`src/rtl/wb_cmd_master_pkg.sv`:
```
// Shared types for the Wishbone command master: FSM states, the queued
// command record and the bit positions of the response error flags.
package wb_cmd_pkg;

    // Widths of the queued command record; the top-level bus widths default to these.
    localparam int CMD_ADDR_W = 2;
    localparam int CMD_DATA_W = 8;

    // Bit positions inside rsp_err_o.
    localparam int ERR_ACK_TO = 0;
    localparam int ERR_IRQ_TO = 1;

    typedef enum logic [1:0] {
        IDLE = 2'd0,
        BUS  = 2'd1,
        IRQ  = 2'd2,
        RESP = 2'd3
    } state_e;

    typedef struct packed {
        logic [CMD_ADDR_W-1:0] addr;
        logic [CMD_DATA_W-1:0] data;
        logic                  we;
        logic                  wait_irq;
    } cmd_t;

    // Larger of two timeouts; sizes the shared wait counter.
    function automatic int max_int(input int a, input int b);
        return (a > b) ? a : b;
    endfunction

endpackage

```
`src/rtl/wb_cmd_master_if.sv`:
```
// Wishbone classic bus plus DUT interrupt, as seen from the master side.
interface wb_cmd_master_if
    import wb_cmd_pkg::*;
#(
    parameter int ADDR_WIDTH = CMD_ADDR_W,
    parameter int DATA_WIDTH = CMD_DATA_W
);
    logic                  cyc_o;
    logic                  stb_o;
    logic                  we_o;
    logic [ADDR_WIDTH-1:0] adr_o;
    logic [DATA_WIDTH-1:0] dat_o;
    logic                  ack_i;
    logic [DATA_WIDTH-1:0] dat_i;
    logic                  irq_i;

    modport master (
        output cyc_o, stb_o, we_o, adr_o, dat_o,
        input  ack_i, dat_i, irq_i
    );

    modport slave (
        input  cyc_o, stb_o, we_o, adr_o, dat_o,
        output ack_i, dat_i, irq_i
    );
endinterface

```
`src/rtl/wb_cmd_master_fifo.sv`:
```
// Command FIFO: synchronous, power-of-two depth, combinational head read.
// Push is refused when full; pop is ignored when empty.
module wb_cmd_fifo
    import wb_cmd_pkg::*;
#(
    parameter int DEPTH = 4
) (
    input  logic                   clk_i,
    input  logic                   rst_i,
    input  logic                   push_i,
    input  cmd_t                   din_i,
    input  logic                   pop_i,
    output cmd_t                   dout_o,
    output logic                   full_o,
    output logic                   empty_o,
    output logic [$clog2(DEPTH):0] count_o
);
    localparam int            AW      = $clog2(DEPTH);
    localparam logic [AW:0]   DEPTH_C = (AW + 1)'(DEPTH);

    cmd_t          mem_q [DEPTH];
    logic [AW-1:0] wr_ptr_q, rd_ptr_q;
    logic [AW:0]   count_q;
    logic          do_push, do_pop;

    assign full_o  = (count_q == DEPTH_C);
    assign empty_o = (count_q == '0);
    assign count_o = count_q;
    assign dout_o  = mem_q[rd_ptr_q];
    assign do_push = push_i & ~full_o;
    assign do_pop  = pop_i & ~empty_o;

    // Storage array; contents are don't-care until written.
    always_ff @(posedge clk_i) begin
        if (do_push) mem_q[wr_ptr_q] <= din_i;
    end

    // Pointers wrap naturally because DEPTH is a power of two.
    always_ff @(posedge clk_i or negedge rst_i) begin
        if (!rst_i) begin
            wr_ptr_q <= '0;
            rd_ptr_q <= '0;
            count_q  <= '0;
        end else begin
            if (do_push) wr_ptr_q <= wr_ptr_q + 1'b1;
            if (do_pop)  rd_ptr_q <= rd_ptr_q + 1'b1;
            case ({do_push, do_pop})
                2'b10:   count_q <= count_q + 1'b1;
                2'b01:   count_q <= count_q - 1'b1;
                default: count_q <= count_q;
            endcase
        end
    end

endmodule

```
`src/rtl/wb_cmd_master.sv`:
```
// Wishbone command master: drains queued commands, runs one classic cycle
// each, optionally waits for the DUT interrupt, returns one response per
// command in order.
module wb_cmd_master
    import wb_cmd_pkg::*;
#(
    parameter int ADDR_WIDTH  = CMD_ADDR_W,
    parameter int DATA_WIDTH  = CMD_DATA_W,
    parameter int FIFO_DEPTH  = 4,
    parameter int ACK_TIMEOUT = 255,
    parameter int IRQ_TIMEOUT = 4095
) (
    input  logic                  clk_i,
    input  logic                  rst_i,
    input  logic                  cmd_valid_i,
    output logic                  cmd_ready_o,
    input  logic [ADDR_WIDTH-1:0] cmd_addr_i,
    input  logic [DATA_WIDTH-1:0] cmd_data_i,
    input  logic                  cmd_we_i,
    input  logic                  cmd_wait_irq_i,
    output logic                  rsp_valid_o,
    input  logic                  rsp_ready_i,
    output logic [DATA_WIDTH-1:0] rsp_data_o,
    output logic [1:0]            rsp_err_o,
    output logic                  busy_o,
    wb_cmd_master_if.master       wb
);
    localparam int            CW       = $clog2(max_int(ACK_TIMEOUT, IRQ_TIMEOUT) + 1);
    localparam logic [CW-1:0] ACK_LAST = CW'(ACK_TIMEOUT - 1);
    localparam logic [CW-1:0] IRQ_LAST = CW'(IRQ_TIMEOUT - 1);
    localparam logic [CW-1:0] CNT_SAT  = '1;

    state_e                  state_q, state_d;
    logic [CW-1:0]           cnt_q, cnt_d;
    logic                    cyc_q, cyc_d, stb_q, stb_d, we_q, we_d;
    logic [ADDR_WIDTH-1:0]   adr_q, adr_d;
    logic [DATA_WIDTH-1:0]   dat_q, dat_d;
    logic                    wait_irq_q, wait_irq_d;
    logic [DATA_WIDTH-1:0]   rsp_data_q, rsp_data_d;
    logic [1:0]              rsp_err_q, rsp_err_d;

    cmd_t                    cmd_in, cmd_head;
    logic                    fifo_full, fifo_empty, fifo_pop;
    logic [$clog2(FIFO_DEPTH):0] fifo_count;
    logic                    ack_last, irq_last;

    assign cmd_in = '{addr: cmd_addr_i, data: cmd_data_i,
                      we: cmd_we_i, wait_irq: cmd_wait_irq_i};

    wb_cmd_fifo #(.DEPTH(FIFO_DEPTH)) u_fifo (
        .clk_i   (clk_i),
        .rst_i   (rst_i),
        .push_i  (cmd_valid_i),
        .din_i   (cmd_in),
        .pop_i   (fifo_pop),
        .dout_o  (cmd_head),
        .full_o  (fifo_full),
        .empty_o (fifo_empty),
        .count_o (fifo_count)
    );

    // Ready depends only on occupancy; a same-cycle pop does not free a slot early.
    assign cmd_ready_o = ~fifo_full;
    assign fifo_pop    = (state_q == IDLE) & ~fifo_empty;
    assign busy_o      = (state_q != IDLE) | (fifo_count != '0);
    assign ack_last    = (cnt_q >= ACK_LAST);
    assign irq_last    = (cnt_q >= IRQ_LAST);

    assign rsp_valid_o = (state_q == RESP);
    assign rsp_data_o  = rsp_data_q;
    assign rsp_err_o   = rsp_err_q;
    assign wb.cyc_o    = cyc_q;
    assign wb.stb_o    = stb_q;
    assign wb.we_o     = we_q;
    assign wb.adr_o    = adr_q;
    assign wb.dat_o    = dat_q;

    // State and datapath registers; async reset drops the bus immediately.
    always_ff @(posedge clk_i or negedge rst_i) begin
        if (!rst_i) begin
            state_q    <= IDLE;
            cnt_q      <= '0;
            cyc_q      <= 1'b0;
            stb_q      <= 1'b0;
            we_q       <= 1'b0;
            adr_q      <= '0;
            dat_q      <= '0;
            wait_irq_q <= 1'b0;
            rsp_data_q <= '0;
            rsp_err_q  <= '0;
        end else begin
            state_q    <= state_d;
            cnt_q      <= cnt_d;
            cyc_q      <= cyc_d;
            stb_q      <= stb_d;
            we_q       <= we_d;
            adr_q      <= adr_d;
            dat_q      <= dat_d;
            wait_irq_q <= wait_irq_d;
            rsp_data_q <= rsp_data_d;
            rsp_err_q  <= rsp_err_d;
        end
    end

    // Next state: ack beats a coinciding timeout, irq beats a coinciding timeout.
    always_comb begin
        state_d = state_q;
        case (state_q)
            IDLE: if (!fifo_empty) state_d = BUS;
            BUS: begin
                if (wb.ack_i)      state_d = wait_irq_q ? IRQ : RESP;
                else if (ack_last) state_d = RESP;
            end
            IRQ:  if (wb.irq_i || irq_last) state_d = RESP;
            RESP: if (rsp_ready_i) state_d = IDLE;
            default: state_d = IDLE;
        endcase
    end

    // Outputs: launch the cycle on pop, clear bus on ack/timeout, record results.
    always_comb begin
        cyc_d      = cyc_q;
        stb_d      = stb_q;
        we_d       = we_q;
        adr_d      = adr_q;
        dat_d      = dat_q;
        wait_irq_d = wait_irq_q;
        rsp_data_d = rsp_data_q;
        rsp_err_d  = rsp_err_q;
        if (state_d != state_q)  cnt_d = '0;
        else if (cnt_q != CNT_SAT) cnt_d = cnt_q + 1'b1;
        else                     cnt_d = cnt_q;

        case (state_q)
            IDLE: begin
                if (!fifo_empty) begin
                    cyc_d      = 1'b1;
                    stb_d      = 1'b1;
                    we_d       = cmd_head.we;
                    adr_d      = cmd_head.addr;
                    dat_d      = cmd_head.we ? cmd_head.data : '0;
                    wait_irq_d = cmd_head.wait_irq;
                    rsp_data_d = '0;
                    rsp_err_d  = '0;
                end
            end
            BUS: begin
                if (wb.ack_i || ack_last) begin
                    cyc_d = 1'b0;
                    stb_d = 1'b0;
                    we_d  = 1'b0;
                    adr_d = '0;
                    dat_d = '0;
                    if (wb.ack_i) begin
                        if (!we_q) rsp_data_d = wb.dat_i;
                    end else begin
                        rsp_err_d[ERR_ACK_TO] = 1'b1;
                    end
                end
            end
            IRQ: begin
                if (!wb.irq_i && irq_last) rsp_err_d[ERR_IRQ_TO] = 1'b1;
            end
            default: ;
        endcase
    end

endmodule

```
`src/flat_wrapper.sv`:
```
// flat-port wrapper written by rule: the top's interface ports become plain ports
module wb_cmd_master_flat import wb_cmd_pkg::*;
#(
    parameter int ADDR_WIDTH  = CMD_ADDR_W,
    parameter int DATA_WIDTH  = CMD_DATA_W,
    parameter int FIFO_DEPTH  = 4,
    parameter int ACK_TIMEOUT = 255,
    parameter int IRQ_TIMEOUT = 4095
)
  (clk_i, rst_i, cmd_valid_i, cmd_ready_o, cmd_addr_i, cmd_data_i, cmd_we_i, cmd_wait_irq_i, rsp_valid_o, rsp_ready_i, rsp_data_o, rsp_err_o, busy_o, wb_cyc_o, wb_stb_o, wb_we_o, wb_adr_o, wb_dat_o, wb_ack_i, wb_dat_i, wb_irq_i);
  wb_cmd_master_if #(.ADDR_WIDTH(ADDR_WIDTH), .DATA_WIDTH(DATA_WIDTH)) wb_i ();
  input  logic clk_i;
  input  logic rst_i;
  input  logic cmd_valid_i;
  output logic cmd_ready_o;
  input  logic [ADDR_WIDTH-1:0] cmd_addr_i;
  input  logic [DATA_WIDTH-1:0] cmd_data_i;
  input  logic cmd_we_i;
  input  logic cmd_wait_irq_i;
  output logic rsp_valid_o;
  input  logic rsp_ready_i;
  output logic [DATA_WIDTH-1:0] rsp_data_o;
  output logic [1:0] rsp_err_o;
  output logic busy_o;
  output wire logic [$bits(wb_i.cyc_o)-1:0] wb_cyc_o;
  output wire logic [$bits(wb_i.stb_o)-1:0] wb_stb_o;
  output wire logic [$bits(wb_i.we_o)-1:0] wb_we_o;
  output wire logic [$bits(wb_i.adr_o)-1:0] wb_adr_o;
  output wire logic [$bits(wb_i.dat_o)-1:0] wb_dat_o;
  input wire logic [$bits(wb_i.ack_i)-1:0] wb_ack_i;
  input wire logic [$bits(wb_i.dat_i)-1:0] wb_dat_i;
  input wire logic [$bits(wb_i.irq_i)-1:0] wb_irq_i;
  assign wb_cyc_o = wb_i.cyc_o;
  assign wb_stb_o = wb_i.stb_o;
  assign wb_we_o = wb_i.we_o;
  assign wb_adr_o = wb_i.adr_o;
  assign wb_dat_o = wb_i.dat_o;
  assign wb_i.ack_i = wb_ack_i;
  assign wb_i.dat_i = wb_dat_i;
  assign wb_i.irq_i = wb_irq_i;
  wb_cmd_master #(.ADDR_WIDTH(ADDR_WIDTH), .DATA_WIDTH(DATA_WIDTH), .FIFO_DEPTH(FIFO_DEPTH), .ACK_TIMEOUT(ACK_TIMEOUT), .IRQ_TIMEOUT(IRQ_TIMEOUT)) u_core (.clk_i(clk_i), .rst_i(rst_i), .cmd_valid_i(cmd_valid_i), .cmd_ready_o(cmd_ready_o), .cmd_addr_i(cmd_addr_i), .cmd_data_i(cmd_data_i), .cmd_we_i(cmd_we_i), .cmd_wait_irq_i(cmd_wait_irq_i), .rsp_valid_o(rsp_valid_o), .rsp_ready_i(rsp_ready_i), .rsp_data_o(rsp_data_o), .rsp_err_o(rsp_err_o), .busy_o(busy_o), .wb(wb_i));
endmodule
```
`config.mk`:
```
export PLATFORM = sky130hd
export DESIGN_NAME = wb_cmd_master_flat
export DESIGN_NICKNAME = d
export VERILOG_FILES = /design/src/rtl/wb_cmd_master_pkg.sv /design/src/rtl/wb_cmd_master_if.sv /design/src/rtl/wb_cmd_master_fifo.sv /design/src/rtl/wb_cmd_master.sv /design/src/flat_wrapper.sv
export SDC_FILE = /design/constraint.sdc
export NUM_CORES = 1
export LEC_CHECK = 0
export ABC_CLOCK_PERIOD_IN_PS = 2900
export BUFFER_PORTS_ARGS = -buffer_cell sky130_fd_sc_hd__buf_4
export CORE_MARGIN = 4
export CORE_UTILIZATION = 57
export DETAILED_ROUTE_END_ITERATION = 7
export GPL_TIMING_DRIVEN = 1
export HOLD_SLACK_MARGIN = 0.1
export PLACE_DENSITY_LB_ADDON = 0.3
export SYNTH_ARGS = -nofsm -noshare
export SYNTH_HDL_FRONTEND = slang
export SYNTH_SLANG_ARGS = --single-unit
```
`constraint.sdc`:
```
create_clock -name clk_i -period 2.9 [get_ports clk_i]
set_clock_uncertainty 0.1 [all_clocks]
set_input_delay 0.58 -clock clk_i [delete_from_list [all_inputs] [get_ports clk_i]]
set_output_delay 0.58 -clock clk_i [all_outputs]
set_load 0.02 [all_outputs]
```
==> impl_metrics.py, run 1 <==
metrics = {
    "status": {
        "status": "completed",
    },
    "synth": {
        "synth_edf_count": 48,
        "yosysSeqAreaShare_pct": 63.9,
        "synth-compound-area-share_pct": 8.50,
        "async_flop_share_pct": 47.8,
        "synth_area_leader_cell": "edfxtp_1",
        "synth_area_leaders": "edfxtp_1 36%, dfrtp_1 28%, mux4_2 6.8%, nand2_1 2.5%, ha_1 2.2%",
        "ys_types": 52,
        "syn-num-nets": 315,
        "synth_warnings": 0,
        "ys_ff_latch": 92,
        "synth-simple-area-share_pct": 11.8,
        "syn_avg_cell_area_um2": 14.2,
        "synth_xor_area_share_pct": 2.42,
        "synth_top_family_by_area": "simple AND/OR/NAND/NOR gates",
        "synth_top_area_share_pct": 36.2,
        "synth_cells": 281,
        "synth_area_mm2": 0.00398,
        "synth.area.mux_share_pct": 7.33,
        "synth_fa_ha_area_share_pct": 2.71,
        "synth_ff_type": "edfxtp_1",
    },
    "timing": {
        "period_share_pct": 82.2,
        "worst_slew_pin_slew_ns": 0.700,
        "setup_ws_ns": 0.516,
        "max_freq_mhz": 419,
        "finalSetupTns_ns": 0,
        "slew_headroom_pct": 53.3,
        "rsz0062_at_grt": "no",
        "drv_slew": 0,
        "finalCriticalPeriod_ns": 2.38,
        "hold_viol": 0,
        "finalSetupViolCount": 0,
    },
    "floorplan": {
        "die_h_um": 91.5,
        "dieArea_mm2": 0.00838,
        "start_util_pct": 58.5,
        "die_w_um": 91.5,
        "core_area_mm2": 0.00679,
        "rows": 30,
        "num_io_pins": 52,
    },
    "critical_path": {
        "worstPathMaxFanout": 16,
        "reg2reg_slack_ns": 0.52,
        "worstPathArrival_ns": 2.58,
        "required_ns": 3.10,
        "worstSetupPathType": "reg -> reg",
        "endpoint_kind": "flip-flop",
        "critPathLaunchType": "flip-flop",
    },
    "power_and_ir_drop": {
        "seqPwrFrac_pct": 45.9,
        "leakage_nw": 1.91,
        "vdd_ir_drop_max_mv": 0.439,
        "internal_power_mw": 2.73,
        "power.density_mw_per_mm2": 935,
        "p_sw_share_pct": 37.2,
        "p_clk_share_pct": 19.5,
        "combPwrFrac_pct": 34.6,
        "p_switching_mw": 1.61,
    },
    "placed_design": {
        "dp.cells": 420,
        "place.gp.congestion": 0.764,
        "post-place-ws_ns": 0.541,
        "portBuffers": 51,
        "dp_hpwl_mm": 5.04,
    },
    "routing": {
        "first_pass_iters": 5,
        "drc": 0,
        "wl_mm": 7.39,
        "drtAntennaViolNets": 0,
        "drt_iter0_drc": 75,
        "routedWlPerCell_um": 16.9,
        "viasPerCell": 5.49,
        "dr_total_vias": 2401,
    },
    "global_routing": {
        "grt_usage_pct": 19.2,
        "grt_pass1_vias": 2448,
        "antenna_found_initial": 0,
        "grt_pass1_wl_mm": 12.3,
        "grt.overflow.total": 0,
        "grt_start_max_net_pins": 45,
    },
    "cts": {
        "clock-sinks": 92,
        "cts_tree": "done",
        "cts_buffers": 9,
        "clockBufferDepth": 2,
        "ctsHoldBuffers": 1,
        "htree_levels": 3,
        "cts-root-buf": "clkbuf_8",
        "insertion_delay_ns": 0.37,
        "clk_pin_slew_ns": 0.09,
        "cts_setup_buffers": 0,
        "cts.repair.resized": 0,
    },
    "final_layout": {
        "nFillCells": 486,
        "layout-drive-gt1-share_pct": 29.3,
        "final_nets": 370,
        "syn2layout_area_growth_pct": 16.8,
        "antenna_cells": 0,
        "stdcell_count": 437,
    },
    "min_path": {
        "min-delay-path-class": "in -> reg",
    },
    "flow_run": {
        "drv_cap": 0,
    },
}
final timing paths:
| path | startpoint | endpoint | depth (start not counted) |
|---|---|---|---|
| setup / recovery | u_core.state_q[0] | u_core.u_fifo.count_o[2] | 9 |
| hold / removal | wb_dat_i[5] | u_core.rsp_data_o[5] | 3 |
| setup reg to reg | u_core.state_q[0] | u_core.u_fifo.count_o[2] | 9 |
| hold reg to reg | u_core.rsp_data_o[6] | u_core.rsp_data_o[6] | 2 |
| max in group asynchronous | rst_i | u_core.cnt_q[4] | 2 |
| min in group asynchronous | rst_i | u_core.cnt_q[6] | 2 |
flip-flops by register name, summed over array words and instances, names as in the netlist:
register                cells
u_core.u_fifo.mem_q        48
u_core.state_q              2
u_core.cnt_q               12
u_core.rsp_data_o           8
u_core.u_fifo.wr_ptr_q      2
u_core.wb.adr_o             2
u_core.u_fifo.count_o       3
u_core.wb.dat_o             8
u_core.wb.we_o              1
u_core.wait_irq_q           1
u_core.u_fifo.rd_ptr_q      2
u_core.wb.stb_o             1
u_core.rsp_err_o            2
critical path: stages, from the launching register on:
cell      delay [ns]
dfrtp_1         0.45
nor2_1          0.25
nand2b_1        0.12
inv_2           0.24
ha_1            0.24
inv_1           0.07
fa_1            0.43
xor2_1          0.15
nor2_1          0.11
xor2_1          0.14
cell usage after synthesis (2+ instances only):
cell,n
a21oi_1,3
edfxtp_1,48
xnor2_1,7
o21ai_0,12
nor2_1,10
o31ai_1,3
a22o_1,5
nor3_2,2
clkbuf_1,3
o211a_1,2
nand4_4,2
and3_1,5
ha_1,7
a211oi_1,2
nand4_1,9
nand2_1,26
inv_1,18
or3_1,3
buf_6,2
nand3_1,11
a211oi_2,2
mux4_2,12
xor2_1,4
buf_2,3
and2_1,2
a31oi_1,2
nor3_1,2
a21oi_2,5
nand2b_1,2
dfrtp_1,44
o211ai_1,2
cell type report:
cell class                 count  area, um^2  share of cell area (%)
timing repair buffer          54         408                    8.78
multi-input combinational    160        1300                    28.1
clock buffer                   9         124                    2.67
tap                           96         120                    2.59
clock inverter                 7        75.1                    1.62
inverter                      19        71.3                    1.54
sequential                    92        2540                    54.8
kinds of logic (layout without fill, tap and decap cells):
family          after synthesis  count (layout)
compound gates               44              44
xor+xnor                     11              11
fa+ha+maj                     8               8
buf+inv                      29              89
flops                        92              92
mux                          14              14
simple gates                 83              83
metrics by stage:
step | cell area, um^2 | total power, mW | utilization [%] | hold WS [ns]
2_1_floorplan | 3980 | 3.02 | - | 0.184
3_3_place_gp | 4430 | 3.47 | 65.3 | 0.375
3_5_place_dp | 4430 | 3.54 | 65.3 | 0.377
4_1_cts | 4640 | 4.39 | 68.3 | 0.284
5_1_grt | 4640 | 4.63 | 68.3 | 0.282
6_report | 4640 | 4.34 | 68.3 | 0.303
cells in the final DEF (no fill, tap or decap), types with 3 or more instances in the layout:
cell type / synthesis / layout
mux4_2: 12 / 12
inv_1: 18 / 18
dfrtp_1: 44 / 44
nand4_1: 9 / 9
xor2_1: 4 / 4
a22o_1: 5 / 5
a21oi_1: 3 / 3
clkbuf_8: 0 / 9
ha_1: 7 / 7
and3_1: 5 / 5
inv_8: 0 / 3
a21oi_2: 5 / 5
nand2_1: 26 / 26
or3_1: 3 / 3
o21ai_0: 12 / 12
o31ai_1: 3 / 3
edfxtp_1: 48 / 48
nor2_1: 10 / 10
buf_4: 1 / 53
nand3_1: 11 / 11
xnor2_1: 7 / 7
metal layers:
layer	GRT usage (%)	share of wire, %	routed length [um]	up-vias
met4	5.90	1.3	97	0
met3	6.55	6.2	458	10
li1	-	-	-	1153
met5	0	0	0	-
met1	25.4	44	3270	1173
met2	30.1	48	3560	65
power groups by stage:
stage / clock network (mW) / logic (mW) / registers, mW
2_1_floorplan: 0 / 0.974 / 2.05
3_3_place_gp: 0 / 1.47 / 2.01
3_5_place_dp: 0 / 1.51 / 2.03
4_1_cts: 0.867 / 1.52 / 2.00
5_1_grt: 0.922 / 1.66 / 2.05
6_report: 0.848 / 1.50 / 1.99
No activity file was read; power rests on OpenSTA's default activity.
==> run 2: changes to the inputs <==
ABC_CLOCK_PERIOD_IN_PS = 2400   (was 2900)
clock period = 2.4 ns   (was 2.9 ns; I/O delays follow)
==> run 2 against run 1 <==
Critical path depth unchanged. Worst hold slack worse by 0.10 ns. First-iteration DRC count rose by 77%. Sequential power grew 18%. Fmax is 7.1% higher. Global-route usage rose by 0.44 points. Clock power rose by 19%. Largest cell class unchanged. Total power rose by 22%. Non-clock buffer count is 6 higher. Highest routed layer unchanged. Worst setup slack got worse by 0.34 ns.
==> impl_metrics.py, run 2 (synthesis gave the netlist of run 1 again) <==
metrics = {
    "critical_path": {
        "regToRegStartpoint": "u_core.state_q[0]",
        "worstPathArrival_ns": 2.40,
        "worst_path_max_delay_cell": "dfrtp_1",
        "rr_endpoint": "u_core.u_fifo.count_o[2]",
        "critPathLaunchType": "flip-flop",
        "endpoint_kind": "flip-flop",
        "cp_num_buf_inv": 2,
        "startpoint": "u_core.state_q[0]",
        "crit_chain": "nor2_1, nand2b_1, inv_2, ha_1, inv_1, fa_1, xor2_1, nor2_1, xor2_1",
        "required_ns": 2.57,
        "worstSetupPathType": "reg -> reg",
        "worstPathMaxFanout": 7,
        "max_stage_delay_ns": 0.46,
        "reg2reg_slack_ns": 0.17,
        "ff2ff_path_depth": 9,
        "cpLargestDelayFamily": "adder cells",
    },
    "cts": {
        "clk_pin_slew_ns": 0.10,
        "cts-root-buf": "clkbuf_8",
        "cts_buffers": 9,
        "insertion_delay_ns": 0.36,
        "htree_levels": 3,
        "cts_tree": "done",
        "clock-sinks": 92,
        "clockBufferDepth": 2,
    },
    "timing": {
        "max_freq_mhz": 449,
        "drv_slew": 0,
        "worst_slew_pin_slew_ns": 0.654,
        "hold_viol": 0,
        "rsz0062_at_grt": "no",
        "setup_ws_ns": 0.173,
        "finalSetupViolCount": 0,
        "slew_headroom_pct": 56.4,
        "finalSetupTns_ns": 0,
        "finalCriticalPeriod_ns": 2.23,
        "period_share_pct": 92.8,
    },
    "power_and_ir_drop": {
        "power.density_mw_per_mm2": 1130,
        "vdd_ir_drop_max_mv": 0.566,
        "leakage_nw": 1.94,
    },
    "final_layout": {
        "mostFrequentLayoutCells": "59 x buf_4, 48 x edfxtp_1, 44 x dfrtp_1",
        "syn2layout_area_growth_pct": 17.8,
        "antenna_cells": 0,
        "largest_reg_flops": 48,
        "largest_register": "u_core.u_fifo.mem_q",
        "final_common_cell": "buf_4",
        "final_nets": 376,
        "final_area_mm2": 0.00468,
        "reg.largest.list": "u_core.u_fifo.mem_q x48, u_core.cnt_q x12",
        "layout-drive-gt1-share_pct": 30.8,
    },
    "global_routing": {
        "grt_pass1_vias": 2515,
        "antenna_found_initial": 0,
        "grt_usage_pct": 19.6,
        "grt_start_max_net_pins": 45,
        "grt.overflow.total": 0,
        "grt_pass1_wl_mm": 12.7,
    },
    "placed_design": {
        "place.gp.congestion": 0.777,
        "dpl_cell_area_mm2": 0.00447,
        "post-place-ws_ns": 0.0971,
        "portBuffers": 51,
        "dp_hpwl_mm": 5.29,
    },
    "floorplan": {
        "die_h_um": 91.5,
        "die_w_um": 91.5,
        "rows": 30,
        "dieArea_mm2": 0.00838,
        "core_area_mm2": 0.00679,
        "start_util_pct": 58.5,
        "num_io_pins": 52,
    },
    "routing": {
        "drtAntennaViolNets": 0,
        "drc": 0,
        "dr_total_vias": 2442,
        "routedWlPerCell_um": 17.2,
        "first_pass_iters": 4,
        "drt_iter0_drc": 133,
        "viasPerCell": 5.51,
        "wl_mm": 7.64,
    },
    "min_path": {
        "min_from": "wb_dat_i[1]",
        "whs_endpoint": "u_core.rsp_data_o[1]",
        "holdPathStages": 3,
        "min-delay-path-class": "in -> reg",
    },
    "status": {
        "status": "completed",
    },
    "flow_run": {
        "drv_cap": 0,
    },
}
[run 2: final cells by class]
type,count,area (um^2)
sequential,92,2540
tap,96,120
clock inverter,7,65.1
multi-input combinational,160,1310
timing repair buffer,60,453
inverter,19,71.3
fill,487,2110
clock buffer,9,124
[run 2: report_power, final]
part | internal [mW] | switching, mW | total, mW
clock network | 0.406 | 0.600 | 1.01
logic | 0.846 | 1.10 | 1.94
registers | 2.09 | 0.262 | 2.35
[run 2: worst max-delay path by stage]
stage                                    end  slack, ns  cells after the start
floorplan           u_core.u_fifo.count_o[2]       0.11                     10
global placement    u_core.u_fifo.count_o[2]       0.26                     10
detailed placement  u_core.u_fifo.count_o[2]        0.1                     10
CTS                 u_core.u_fifo.count_o[2]       0.08                     10
global route        u_core.u_fifo.count_o[2]      0.006                     10
finish              u_core.u_fifo.count_o[2]       0.17                      9
[run 2: what timing repair did]
item                                    4_1_cts  5_1_grt
gates resized for setup                       0        1
hold buffers                                  1        0
hold endpoints to repair                     44        0
setup buffers                                 0        1
endpoints found under the setup margin        0        1
[run 2: metal layers]
layer / part of all wire [%] / global-route usage [%] / routed length, um
met2: 50 / 31.5 / 3840
met4: 1.5 / 7.16 / 116
met1: 43 / 26.3 / 3290
met5: 0 / 0 / 0
met3: 5.0 / 4.47 / 380
[run 2: worst min-delay path, delay by kind of cell]
family	cells	cell delay, ns
buffers and inverters	1	0.08
AND/OR/NAND/NOR	2	0.08
[run 2: metrics by stage]
step	utilization [%]	power, mW	hold slack [ns]	std cells
after floorplan	-	3.65	0.0844	281
after global placement	65.8	4.26	0.364	425
after detailed placement	65.8	4.33	0.362	425
after CTS	68.7	5.34	0.191	442
after global routing	68.9	5.67	0.191	443
final	68.9	5.31	0.203	443
